<file path="src/rtl/stepper_move_sequencer.sv">
// Move scheduler in front of the stepper PWM driver: queues (dir, cycles) commands and times each move.
// Define STEPPER_SEQ_POS_EN to add the signed pos phase counter and its pos_clr input.
module stepper_move_sequencer #(
    parameter int DEPTH      = 4,
    parameter int PHASE_CLKS = 2313,
    parameter int GAP_CLKS   = 512
) (
    input  logic                    clk,
    input  logic                    rst,
    input  logic                    cmd_valid,
    output logic                    cmd_ready,
    input  logic                    cmd_dir,
    input  logic [9:0]              cmd_cycles,
    input  logic                    abort,
`ifdef STEPPER_SEQ_POS_EN
    input  logic                    pos_clr,
    output logic signed [15:0]      pos,
`endif
    output logic                    motor_en,
    output logic                    motor_dir,
    output logic [9:0]              motor_cycles,
    output logic                    busy,
    output logic                    done,
    output logic                    aborted,
    output logic [$clog2(DEPTH):0]  q_level
);
    localparam int AW = $clog2(DEPTH);
    localparam int LW = AW + 1;
    localparam int CW = (PHASE_CLKS > 1) ? $clog2(PHASE_CLKS) : 1;
    localparam int GW = (GAP_CLKS > 1) ? $clog2(GAP_CLKS) : 1;

    typedef enum logic [1:0] {IDLE, LOAD, RUN, GAP} state_t;

    state_t        state, state_next;
    logic [10:0]   mem [DEPTH];
    logic [AW-1:0] wr_ptr, rd_ptr;
    logic [CW-1:0] clk_cnt;
    logic [10:0]   phase_cnt;
    logic [GW-1:0] gap_cnt;
    logic          push, pop, flush, start_gap, done_set, aborted_set;
    logic          q_empty, phase_wrap, run_last, gap_last;

    assign q_empty    = (q_level == '0);
    assign cmd_ready  = (q_level < LW'(DEPTH)) && !abort;
    assign push       = cmd_valid && cmd_ready;
    assign phase_wrap = (state == RUN) && (clk_cnt == CW'(PHASE_CLKS - 1));
    // 11-bit compare so a 1023-cycle command still terminates after 1024 phases
    assign run_last   = phase_wrap && ((phase_cnt + 11'd1) == ({1'b0, motor_cycles} + 11'd1));
    assign gap_last   = (state == GAP) && (gap_cnt == GW'(GAP_CLKS - 1));
    assign motor_en   = (state != RUN);
    assign busy       = (state != IDLE) || !q_empty;

    always_ff @(posedge clk or negedge rst) begin
        if (!rst) begin
            state <= IDLE;
        end else begin
            state <= state_next;
        end
    end

    always_comb begin
        state_next  = state;
        pop         = 1'b0;
        flush       = 1'b0;
        start_gap   = 1'b0;
        done_set    = 1'b0;
        aborted_set = 1'b0;
        case (state)
            IDLE: begin
                if (abort) begin
                    flush       = 1'b1;
                    aborted_set = !q_empty;
                end else if (!q_empty) begin
                    pop        = 1'b1;
                    state_next = LOAD;
                end
            end
            default: begin
                // abort outranks a RUN completion on the same edge
                if (abort) begin
                    flush       = 1'b1;
                    aborted_set = 1'b1;
                    start_gap   = 1'b1;
                    state_next  = GAP;
                end else if (state == LOAD) begin
                    state_next = RUN;
                end else if (state == RUN) begin
                    if (run_last) begin
                        done_set   = 1'b1;
                        start_gap  = 1'b1;
                        state_next = GAP;
                    end
                end else if (gap_last) begin
                    if (!q_empty) begin
                        pop        = 1'b1;
                        state_next = LOAD;
                    end else begin
                        state_next = IDLE;
                    end
                end
            end
        endcase
    end

    always_ff @(posedge clk) begin
        if (push) begin
            mem[wr_ptr] <= {cmd_dir, cmd_cycles};
        end
    end

    always_ff @(posedge clk or negedge rst) begin
        if (!rst) begin
            wr_ptr       <= '0;
            rd_ptr       <= '0;
            q_level      <= '0;
            motor_dir    <= 1'b0;
            motor_cycles <= '0;
            done         <= 1'b0;
            aborted      <= 1'b0;
            clk_cnt      <= '0;
            phase_cnt    <= '0;
            gap_cnt      <= '0;
        end else begin
            done    <= done_set;
            aborted <= aborted_set;
            if (flush) begin
                rd_ptr  <= wr_ptr;
                q_level <= '0;
            end else begin
                if (push) wr_ptr <= wr_ptr + AW'(1);
                if (pop) rd_ptr <= rd_ptr + AW'(1);
                if (push && !pop) q_level <= q_level + LW'(1);
                else if (pop && !push) q_level <= q_level - LW'(1);
            end
            if (pop) begin
                {motor_dir, motor_cycles} <= mem[rd_ptr];
            end
            if (state == RUN && !phase_wrap) clk_cnt <= clk_cnt + CW'(1);
            else clk_cnt <= '0;
            if (state != RUN) phase_cnt <= '0;
            else if (phase_wrap) phase_cnt <= phase_cnt + 11'd1;
            if (start_gap || state != GAP) gap_cnt <= '0;
            else gap_cnt <= gap_cnt + GW'(1);
        end
    end

`ifdef STEPPER_SEQ_POS_EN
    // a phase cut short by abort on its final edge is not counted
    always_ff @(posedge clk or negedge rst) begin
        if (!rst) begin
            pos <= '0;
        end else if (pos_clr) begin
            pos <= '0;
        end else if (phase_wrap && !abort) begin
            pos <= motor_dir ? pos + 16'sd1 : pos - 16'sd1;
        end
    end
`endif
endmodule

</file>
<file path="config.mk">
export PLATFORM = sky130hd
export DESIGN_NAME = stepper_move_sequencer
export DESIGN_NICKNAME = d
export VERILOG_FILES = /design/src/rtl/stepper_move_sequencer.sv
export SDC_FILE = /design/constraint.sdc
export NUM_CORES = 1
export LEC_CHECK = 0
export BUFFER_PORTS_ARGS = -buffer_cell sky130_fd_sc_hd__buf_2
export CELL_PAD_IN_SITES_DETAIL_PLACEMENT = 1
export CELL_PAD_IN_SITES_GLOBAL_PLACEMENT = 1
export CORE_UTILIZATION = 53
export DETAILED_ROUTE_END_ITERATION = 10
export PLACE_DENSITY = 0.87
export SYNTH_ARGS = -nofsm -noshare
export SYNTH_HDL_FRONTEND = slang
export SYNTH_SLANG_ARGS = --single-unit
export TNS_END_PERCENT = 20
</file>
<file path="constraint.sdc">
create_clock -name clk -period 4.9 [get_ports clk]
set_input_delay 0.49 -clock clk [delete_from_list [all_inputs] [get_ports clk]]
set_output_delay 0.49 -clock clk [all_outputs]
set_load 0.02 [all_outputs]
</file>
# == Word-level counts from Yosys, hierarchy flattened ==
# Memories as Yosys holds them, arrays and structs flattened. A register that Yosys moved wholly into a read port is not among the register bits.
# Cells that the tools add are included.
# classes
n_addsub,8
magnitude_cmp,1
n_eq_ne,11
n_mux,37
bitwise_logic,1
reduce_logical,25
# ops
operator,n
$mux W11,2
$mux W1,20
$mux W2,10
$add A12 B1 Y12 const B,1
$eq A12 B12 Y1 const B,1
$mux W12,1
$add A10 B1 Y11 const B,1
$add A11 B1 Y11 const B,1
$eq A11 B11 Y1,1
$add A9 B1 Y9 const B,1
$eq A9 B9 Y1 const B,1
$mux W3,3
$mux W9,1
$logic_and A1 B1 Y1,8
$ne A2 B2 Y1 const B,4
$logic_not A1 Y1,6
$reduce_bool A2 Y1,3
$ne A5 B4 Y1 const B,1
$reduce_bool A5 Y1,1
$add A2 B1 Y2 const B,2
$eq A2 B2 Y1 const B,2
$reduce_and A4 Y1,1
$add A3 B1 Y3 const B,1
$logic_not A3 Y1,1
other kinds (8),9
# word_totals
regBits,43
mem_bits_rw,44
in_bits,15
output_inout_bits,19
word_cells,93
n_memories,1
# mem_list
name,depth,word_bits,read_ports,rd_clocked_by_memory_dff,write_ports,line,text
mem,4,11,1,1,1,35,logic [10:0] mem [DEPTH];

# == Depth between registers and ports, before layout ==
# Gate-level depths: netlist of the first run.
# logic_depth
depth_word,11
ltp_mapped,13
mapped_depth_nobuf,13

# == Worst setup path after synthesis of the first run ==
# No wires, ideal clock.
# synth_timing
kind,reg2reg
from,register gap_cnt[0]
to,"register motor_cycles[0], read port of mem"
setup_ns,0.125
arrival_time_ns,2.393
required_ns,4.775
slack_ns,2.382
stages_incl_launch_ff,12
path_buffers,2
synth_period_minus_slack_ns,2.518
path_cell_list,dfrtp_1 -> ha_1 -> nand3_1 -> nor2_1 -> and3_1 -> ha_1 -> nand2_1 -> nor3_1 -> o21a_1 -> clkbuf_1 -> buf_1 -> mux2_2
# synth_via
elab_chain_cells,7
# synth_rtl
element,line,text
start: declaration,39,logic [GW-1:0] gap_cnt;
start signal: assignment,143,else gap_cnt <= gap_cnt + GW'(1);
$eq A9 B9 Y1,49,assign gap_last = (state == GAP) && (gap_cnt == GW'(GAP_CLKS - 1));
$logic_and A1 B1 Y1,49,
$mux W1,93,end else if (gap_last) begin
$mux W1,87,end else if (state == RUN) begin
$mux W1,85,end else if (state == LOAD) begin
$mux W1,80,if (abort) begin
$mux W1,68,case (state)
end: declaration,21,"output logic [9:0] motor_cycles,"
# Every way passes these cells.
# A chain may end at the register's enable or synchronous reset.

# == Worst setup path after layout of the first run ==
# layout_timing
from,register clk_cnt[0]
to,register gap_cnt[8]
# layout_via
elab_chain_cells,10
# layout_rtl
element,line,text
start: declaration,37,logic [CW-1:0] clk_cnt;
start signal: assignment,138,if (state == RUN && !phase_wrap) clk_cnt <= clk_cnt + CW'(1);
$eq A12 B12 Y1,46,assign phase_wrap = (state == RUN) && (clk_cnt == CW'(PHASE_CLKS - 1));
$logic_and A1 B1 Y1,46,
$logic_and A1 B1 Y1,48,"assign run_last = phase_wrap && ((phase_cnt + 11'd1) == ({1'b0, motor_cycles} + 11'd1));"
$mux W1,88,if (run_last) begin
$mux W1,87,
$mux W1,85,
$mux W1,80,
$mux W1,68,
$logic_or A1 B1 Y1,142,if (start_gap || state != GAP) gap_cnt <= '0;
$mux W9,142,
# Every way passes these cells.

==> results.txt, run 1 <==
Worst setup margin - 1820 ps
Gr usage total - 24.0%
Fin crit share - 62.9%
IO Port Bufs - 33
Synth Net Count - 410
Yosys warns - 0
Clock sink count - 98
R2R setup slack - 1820 ps
Hold_ws - 229 ps
Startpoint Class - flop
Largest net degree at the start of global routing - 55
CP max stage cell - nand4_1
Sw Share - 36.1%
Iter 0 DRT Violations - 89
Via/cell ratio - 5.82
Async SR Flop Fraction - 55.1%
Area contributors post-synth - dfrtp_1 29%, edfxtp_1 28%, mux4_2 5.2%, xnor2_1 5.2%, ha_1 4.0%
Fill cells - 893
Most common cell on crit path - nand4_1
CTS tree - done
Fin util - 59.8%
Post-cts hold buffer count - 0
H-tree depth - 3
Max_slew headroom - 47.5%
Synth unique cells - 51
Gpl congestion - 0.839
CTS clk-pin slew, worst paths - 110 ps
Synth Area per Inst - 12.5 µm²
Drt wl/cell - 19.0 µm
Setup crit end kind - flop
First-pass GRT wire length - 16.2 mm
Syn Std Cell Area - 4740 µm²
Die area - 9320 µm²
P_int - 1.45 mW
Crit path DAT - 3340 ps
CTS buffer count - 9
Slew Limit Fails - 0
Dpl ws - 1940 ps
Grt total ovfl - 0
Hpwl dp - 7.22 mm
Sequential share of the synthesized area - 56.4%
Nets@finish - 443
Worst-path fanout max - 18
Max incr delay on CP - 580 ps
Final std cells w/o fill - 525
Drt pass-1 iters - 4
Pwr/cell area - 439 nW/µm²
Die X-Extent - 96.6 µm
Worst-Margin Slew - 787 ps
Psw - 822 µW
ANT cells - 0
Maximum VDD drop - 0.239 mV
Clock latency on the worst-skew pair - 370 ps
Setup Fix Bufs, Post-CTS - 0
FMAX - 324 MHz
Number of cell rows - 34
Initial Util - 54.6%
Initial antenna violation count - 0
Layout cell share with drive strength beyond 1 - 19.2%
Clock tree buffer depth - 2
Leakage - 2.08 nW
Vias in the first global route - 3273
I/O pin cnt - 34
CP Cell Sequence - inv_1 > ha_1 > and4bb_2 > nand4_1 > nor4_1 > nand4_1 > a2111o_1 > a31oi_4 > nor2_1
Comb pwr share - 26.8%
Syn-to-layout area delta - 9.45%
CTS root buf - clkbuf_8
HP Class - in -> async
Core ar. - 8680 µm²
Post-route DRC - 0
Fin crit period - 3080 ps
Yosys reg bits - 98
EDFF count, synth - 44
Setup-failing EPs final - 0
Gate Count Post-Synth - 379
Seq pwr share - 50.4%
Synth cell count leaders - 54 x dfrtp_1, 44 x edfxtp_1, 40 x nor2_1
Top cell type's share of synthesized area - 28.5%
Via count - 3056
RSZ-0062 raised after global routing - no
Final setup skew - 15.6 ps
Most frequent cell after synthesis - dfrtp_1
Cell count after placement - 509
CTS resizes - 0
Required time of the critical path - 5160 ps
Final TNS setup - 0 ps
Final Hold Fails - 0
Detail Route Antenna Nets - 0
CP delay by family, top - simple AND/OR/NAND/NOR gates
Die outline height - 96.6 µm
Post-synth top area cell - dfrtp_1
MaxCap Viol Count - 0
Status - finished clean
Ys flop type - dfrtp_1
Final wirelength - 9.99 mm
Path type of the worst setup path - reg -> reg
Clk network pwr share - 22.8%
WP buf/inv - 1
## per-stage QoR
step                      instance area (µm²)  power (mW)
after detailed placement                 4990        1.78
final                                    5190        2.28
after CTS                                5190        2.30
after floorplan                          4740        1.57
after global placement                   4990        1.74
after global routing                     5190        2.40
## final timing paths
| path | start | endpoint | cells after the start |
|---|---|---|---|
| worst min register to register | gap_cnt[0] | gap_cnt[0] | 1 |
| max in group asynchronous | rst | motor_cycles[7] | 2 |
| worst max register to register | clk_cnt[0] | gap_cnt[8] | 9 |
| min in group clk | cmd_cycles[1] | mem[0][1] | 1 |
| worst max-delay path | clk_cnt[0] | gap_cnt[8] | 9 |
| worst min-delay path | rst | phase_cnt[7] | 2 |
## registers in the layout, indices dropped and copies added (netlist names)
signal and count:
motor_cycles 10, done 1, wr_ptr 2, clk_cnt 12, rd_ptr 2, aborted 1
mem 44, q_level 3, state 2, phase_cnt 11, gap_cnt 9, motor_dir 1
## placed cells by master, fill, tap and decap left out, types with 3 or more instances in the layout
| cell type | count |
|---|---|
| xnor2_1 | 28 |
| nor4_1 | 4 |
| nor3_1 | 8 |
| xor2_1 | 17 |
| nor2_1 | 40 |
| or3_1 | 4 |
| nand2_1 | 23 |
| nor2b_1 | 3 |
| dfrtp_1 | 54 |
| clkinv_4 | 3 |
| inv_8 | 3 |
| clkbuf_8 | 9 |
| mux2_2 | 11 |
| nand3_1 | 16 |
| o21ai_0 | 10 |
| inv_1 | 16 |
| ha_1 | 15 |
| a21oi_1 | 10 |
| nand4_1 | 7 |
| edfxtp_1 | 44 |
| mux4_2 | 11 |
| and3_1 | 7 |
| buf_2 | 33 |
| and2_1 | 8 |
## final cells by class
type	count	area, µm²	area share [%]
clock buffer	9	124	2.39
clock inverter	7	68.8	1.33
inverter	16	60.1	1.16
multi-input combinational	253	1950	37.7
sequential	98	2670	51.5
tap	108	135	2.60
timing repair buffer	34	173	3.33
## layer usage
metal / part of all wire (%) / track usage (%) / up-vias
li1: - / - / 1415
met1: 40 / 27.6 / 1579
met2: 55 / 43.8 / 42
met3: 1.9 / 3.29 / 20
met4: 3.1 / 11.8 / 0
met5: 0 / 0 / -
## power by group through the flow
stage               registers (mW)  clock network, mW  logic (mW)
global placement              1.16                  0       0.582
CTS                           1.15              0.528       0.619
detailed placement            1.17                  0       0.615
global route                  1.17              0.556       0.672
floorplan                     1.14                  0       0.432
finish                        1.15              0.518       0.611
## kinds of logic after synthesis
group	synth area share, %
and+or+nand+nor	14.7
DFF	56.4
xor gates and xnor gates	8.90
AOI/OAI and AO/OA	5.02
buffers and inverters	2.38
muxes	8.29
adders and majority gates	4.38
Note: power is estimated with default switching activity, not from simulation.
==> inputs of run 2 (changes only) <==
- CORE_UTILIZATION: 53 -> 44
- PLACE_DENSITY: 0.87 -> 0.77
- clock period: 4.9 -> 2.8 ns (I/O delays scaled with it)
==> run 2 against run 1 <==
Register-to-register slack got worse by 1600 ps. Power rose by 81%. Clock power rose by 92%. Worst hold slack got worse by 120 ps. Highest routed layer unchanged. Non-clock buffer count rose by 11.
==> results.txt, run 2 (synthesis gave the netlist of run 1 again) <==
Maximum VDD drop - 0.470 mV
Grt total ovfl - 0
Met1 wire length - 4.18 mm
Startpoint Class - flop
Gr usage total - 19.0%
Fin crit share - 94.0%
Most common cell on crit path - ha_1
Met3 wire len - 216 µm
Leakage - 2.15 nW
Post-route DRC - 0
Largest reg by FF count - mem
Commonest non-fill, non-tap cell in the layout - dfrtp_1
Biggest regs - mem: 44 flops, clk_cnt: 12 flops, phase_cnt: 11 flops
Via/cell ratio - 5.42
Setup crit end kind - flop
ANT cells - 0
Worst-path fanout max - 4
Slew Limit Fails - 0
Top library cells by usage in the layout, fill and taps aside - 54 x dfrtp_1, 44 x edfxtp_1, 39 x nor2_1
Clock tree buffer depth - 2
Initial antenna violation count - 0
Clock sink count - 98
Via count - 3057
CTS buffer count - 9
Hold_ws - 106 ps
RR Startpoint - gap_cnt[0]
I/O pin cnt - 34
Die outline height - 106 µm
WP buf/inv - 0
Initial Util - 45.7%
Drt wl/cell - 17.2 µm
CP Cell Sequence - ha_1 > nand3_1 > nor2_2 > and3_1 > ha_1 > nand2_1 > nor3_2 > o21ai_0 > and2_1 > fa_1 > nor3b_2 > a21oi_1 > o32ai_1
Fin crit period - 2630 ps
Die area - 11200 µm²
Die X-Extent - 106 µm
Max reg flops - 44
CP max stage cell - fa_1
R2r worst-path depth - 13
Gpl congestion - 0.744
Vias in the first global route - 3269
Final wirelength - 9.70 mm
Worst Setup SP - gap_cnt[0]
FMAX - 380 MHz
Drt pass-1 iters - 4
Worst-Margin Slew - 800 ps
Hpwl dp - 6.92 mm
Max_slew headroom - 46.6%
Nets@finish - 454
Status - finished clean
Required time of the critical path - 3080 ps
Worst Hold Depth - 1
Tot Pwr - 4.12 mW
Reg2Reg Capture Point - q_level[2]
Fill cells - 1088
Top sig layer - met4
Multi-input logic area - 1970 µm²
CTS clk-pin slew, worst paths - 120 ps
IO Port Bufs - 33
Final setup skew - 22.9 ps
Hold_sp - cmd_cycles[0]
HP Class - in -> reg
MaxCap Viol Count - 0
Number of cell rows - 37
Routed length on met2 - 5.02 mm
CP delay by family, top - simple AND/OR/NAND/NOR gates
Clock latency on the worst-skew pair - 390 ps
Crit path DAT - 2910 ps
H-tree depth - 3
Setup-failing EPs final - 0
Detail Route Antenna Nets - 0
First-pass GRT wire length - 16.3 mm
Layout cell share with drive strength beyond 1 - 22.0%
Cell count along the critical path - 13
Core ar. - 10400 µm²
CTS tree - done
Iter 0 DRT Violations - 71
Path type of the worst setup path - reg -> reg
Max incr delay on CP - 410 ps
Syn-to-layout area delta - 13.0%
Pwr/cell area - 769 nW/µm²
Crit path to - q_level[2]
R2R setup slack - 170 ps
Final Hold Fails - 0
Largest net degree at the start of global routing - 29
CTS root buf - clkbuf_8
FF+latch area - 2670 µm²
## run 2: routing by layer
metal  global-route usage [%]  up-vias
met4                     10.0        0
li1                         -     1438
met3                     3.83       23
met2                     32.9       40
met1                     22.3     1556
met5                        0        -
## run 2: how the worst min path moves through the flow
| stage | endpoint |
|---|---|
| detailed placement | clk_cnt[6] |
| global route | mem[1][10] |
| CTS | mem[2][2] |
| global placement | clk_cnt[7] |
| floorplan | aborted |
| finish | mem[3][0] |
## run 2: repair_timing
action,4_1_cts,5_1_grt
buffers inserted,0,0
endpoints found under the setup margin,0,3
hold buffers,1,0
hold endpoints to repair,26,0
gates resized for setup,0,4
## run 2: area by class of cell
class,count,area share (%)
flip-flops and latches,98,49.9
multi-input cells,253,36.8
repair buffers,45,5.04
well taps,136,3.18
clock buffers,9,2.31
clock inverters,7,1.66
inverters,16,1.12
## run 2: report_power, final
group          internal, mW  switching, mW  leakage (nW)  total [mW]
Combinational         0.539          0.632         0.924        1.17
Sequential             1.71          0.252          1.12        1.96
Clock                 0.438          0.556         0.106       0.994
## run 2: stage by stage
step,TNS [ps],instance area [µm²],cells,utilization (%),worst slack [ps]
5_1_grt,-10.0,5360,564,51.7,-10.0
2_1_floorplan,0,4740,379,-,282
3_5_place_dp,0,5120,547,49.3,108
4_1_cts,0,5340,564,51.5,84.2
6_report,0,5360,564,51.7,169
3_3_place_gp,0,5120,547,49.3,209
==> inputs of run 3 (changes only) <==
- ABC_AREA: default -> 1
- ABC_CLOCK_PERIOD_IN_PS: default -> 2800
- CORE_UTILIZATION: 44 -> 41
==> run 3 against run 2 <==
The flow now finishes with violations (DRC). Routed wire length rose by 23%. Sequential power barely moved. Setup slack improved by 30 ps. Worst hold slack improved by 30 ps. Final cell count rose by 38%. Register-to-register slack improved by 30 ps. Flip-flop and latch count did not move. Via count rose by 31%. Die area rose by 13%. Critical path depth rose by 2. Clock power rose by 28%. Sequential share of layout area fell by 2.7 points. Largest cell class unchanged.
==> results.txt, run 3 <==
CTS resizes - 0
Worst-path fanout max - 3
Post-cts hold buffer count - 1
Path type of the worst setup path - reg -> reg
Core ar. - 11600 µm²
R2r worst-path depth - 15
Slew Limit Fails - 0
P_int - 2.99 mW
Async SR Flop Fraction - 55.1%
Failing checks - DRC
Required time of the critical path - 3030 ps
H-tree depth - 3
Fin util - 48.8%
Psw - 1.94 mW
Global-route met2 utilization - 36.4%
MaxCap Viol Count - 0
Clock latency on the worst-skew pair - 350 ps
Max reg flops - 44
Commonest non-fill, non-tap cell in the layout - nand2_1
Grt total ovfl - 0
Final wirelength - 11.9 mm
Drt pass-1 iters - 7
I/O pin cnt - 34
Initial antenna violation count - 0
Global Route met3 Usage - 4.64%
Sw Share - 39.3%
Die outline height - 112 µm
Final setup skew - 8.27 ps
Synth unique cells - 37
CTS buffer count - 9
Post-synth top area cell - dfrtp_1
Layout cell share with drive strength beyond 1 - 12.1%
Pwr/cell area - 869 nW/µm²
R2R setup slack - 200 ps
Worst setup margin - 199 ps
FF+latch area - 2670 µm²
Global route hottest layer - met2
Syn-to-layout area delta - 13.7%
Hold_sp - cmd_cycles[2]
Vias in the first global route - 4172
CTS root buf - clkbuf_16
Biggest regs - mem: 44 flops, clk_cnt: 12 flops, phase_cnt: 11 flops
Synth Area per Inst - 8.49 µm²
Clock tree buffer depth - 2
Leakage - 2.49 nW
Worst Hold Depth - 1
Crit path DAT - 2840 ps
Via count - 3994
Drt wl/cell - 15.3 µm
Nets@finish - 661
ANT cells - 0
Hpwl dp - 8.77 mm
Detail Route Antenna Nets - 0
Maximum VDD drop - 0.554 mV
Die X-Extent - 112 µm
Gr usage total - 20.5%
Post-route DRC - 1
Synth Net Count - 618
Most frequent cell after synthesis - nand2_1
IO Port Bufs - 33
Fill cells - 1406
Comb pwr share - 33.9%
Syn Std Cell Area - 4980 µm²
Yosys warns - 0
Iter 0 DRT Violations - 116
CTS clk-pin slew, worst paths - 70 ps
Dpl ws - 236 ps
Seq pwr share - 40.3%
Tot Pwr - 4.92 mW
Multi-input logic area - 1970 µm²
RR Startpoint - gap_cnt[0]
Setup crit end kind - flop
Area contributors post-synth - dfrtp_1 27%, edfxtp_1 27%, nand2_1 10%, nor2_1 7.0%, inv_1 5.6%
Startpoint Class - flop
RSZ-0062 raised after global routing - no
Via/cell ratio - 5.13
FMAX - 384 MHz
Gpl congestion - 0.761
First-pass GRT wire length - 19.9 mm
WHS Endpoint - mem[0][2]
Clk network pwr share - 25.8%
Largest reg by FF count - mem
Ys flop type - dfrtp_1
HP Class - in -> reg
Reg2Reg Capture Point - q_level[2]
Setup Fix Bufs, Post-CTS - 0
EDFF count, synth - 44
Top library cells by usage in the layout, fill and taps aside - 134 x nand2_1, 93 x nor2_1, 74 x inv_1
CTS tree - done
Final Hold Fails - 0
Top cell type's share of synthesized area - 27.1%
Gate Count Post-Synth - 587
Met1 Use GR - 24.1%
Sequential share of the synthesized area - 53.6%
Max_slew headroom - 51.6%
Fin crit share - 92.9%
Final TNS setup - 0 ps
Clock sink count - 98
Largest net degree at the start of global routing - 31
Fin crit period - 2600 ps
Synth cell count leaders - 134 x nand2_1, 93 x nor2_1, 74 x inv_1
Number of cell rows - 39
Yosys reg bits - 98
Worst-Margin Slew - 726 ps
Die area - 12600 µm²
Setup-failing EPs final - 0
Initial Util - 42.9%
Status - complete, but fails checks
==> run 3: how the worst max path moves through the flow <==
stage	startpoint	end	slack [ps]	cells after the start
2_1_floorplan	gap_cnt[0]	q_level[2]	400	16
3_3_place_gp	gap_cnt[0]	q_level[2]	390	15
3_5_place_dp	gap_cnt[0]	q_level[2]	240	15
4_1_cts	gap_cnt[0]	q_level[2]	200	15
5_1_grt	gap_cnt[0]	q_level[2]	6	15
6_report	gap_cnt[0]	q_level[2]	200	15
==> run 3: power by group through the flow <==
| stage | combinational (mW) | sequential, mW | clock [mW] |
|---|---|---|---|
| 2_1_floorplan | 1.07 | 2.05 | 0 |
| 3_3_place_gp | 1.59 | 1.99 | 0 |
| 3_5_place_dp | 1.67 | 2.02 | 0 |
| 4_1_cts | 1.69 | 1.99 | 1.30 |
| 5_1_grt | 1.90 | 2.01 | 1.36 |
| 6_report | 1.67 | 1.98 | 1.27 |
==> run 3: metrics by stage <==
stage	hold WS (ps)	cell area, µm²	std cells
2_1_floorplan	-15.6	4980	587
3_3_place_gp	377	5350	761
3_5_place_dp	366	5350	761
4_1_cts	127	5670	778
5_1_grt	131	5670	778
6_report	137	5670	778
==> run 3: worst max-delay path, stage by stage (launching register included) <==
cell     delay [ps]
dfrtp_1         380
ha_1            210
nand2_1          60
nor2_1           80
inv_1            60
nor2_1          130
nand3_1         110
nor2_1          100
ha_1            150
nand2_1          70
o31ai_1         230
and2_1          220
nor2_2           70
fa_1            390
xnor2_1         180
o21ai_1          70
==> run 3: kinds of logic (layout without fill, tap and decap cells) <==
| group | Yosys count | count (layout) | share of synthesized area, % |
|---|---|---|---|
| xor+xnor | 7 | 7 | 1.38 |
| fa+ha+maj | 16 | 16 | 4.17 |
| flops | 98 | 98 | 53.6 |
| compound gates | 82 | 82 | 9.06 |
| buf+inv | 89 | 137 | 6.85 |
| simple gates | 295 | 295 | 24.9 |
==> run 3: layout make-up <==
cell class / instances / share of cell area (%)
Clock inverter: 6 / 1.28
Sequential cell: 98 / 47.2
Clock buffer: 10 / 4.04
Inverter: 76 / 5.04
Multi-Input combinational cell: 400 / 34.8
Tap cell: 143 / 3.16
Timing Repair Buffer: 45 / 4.55
==> run 3: per-layer routing <==
metal / routed length [µm] / up-vias
li1: - / 2000
met1: 5380 / 1929
met2: 5980 / 50
met3: 339 / 15
met4: 215 / 0
met5: 0 / -
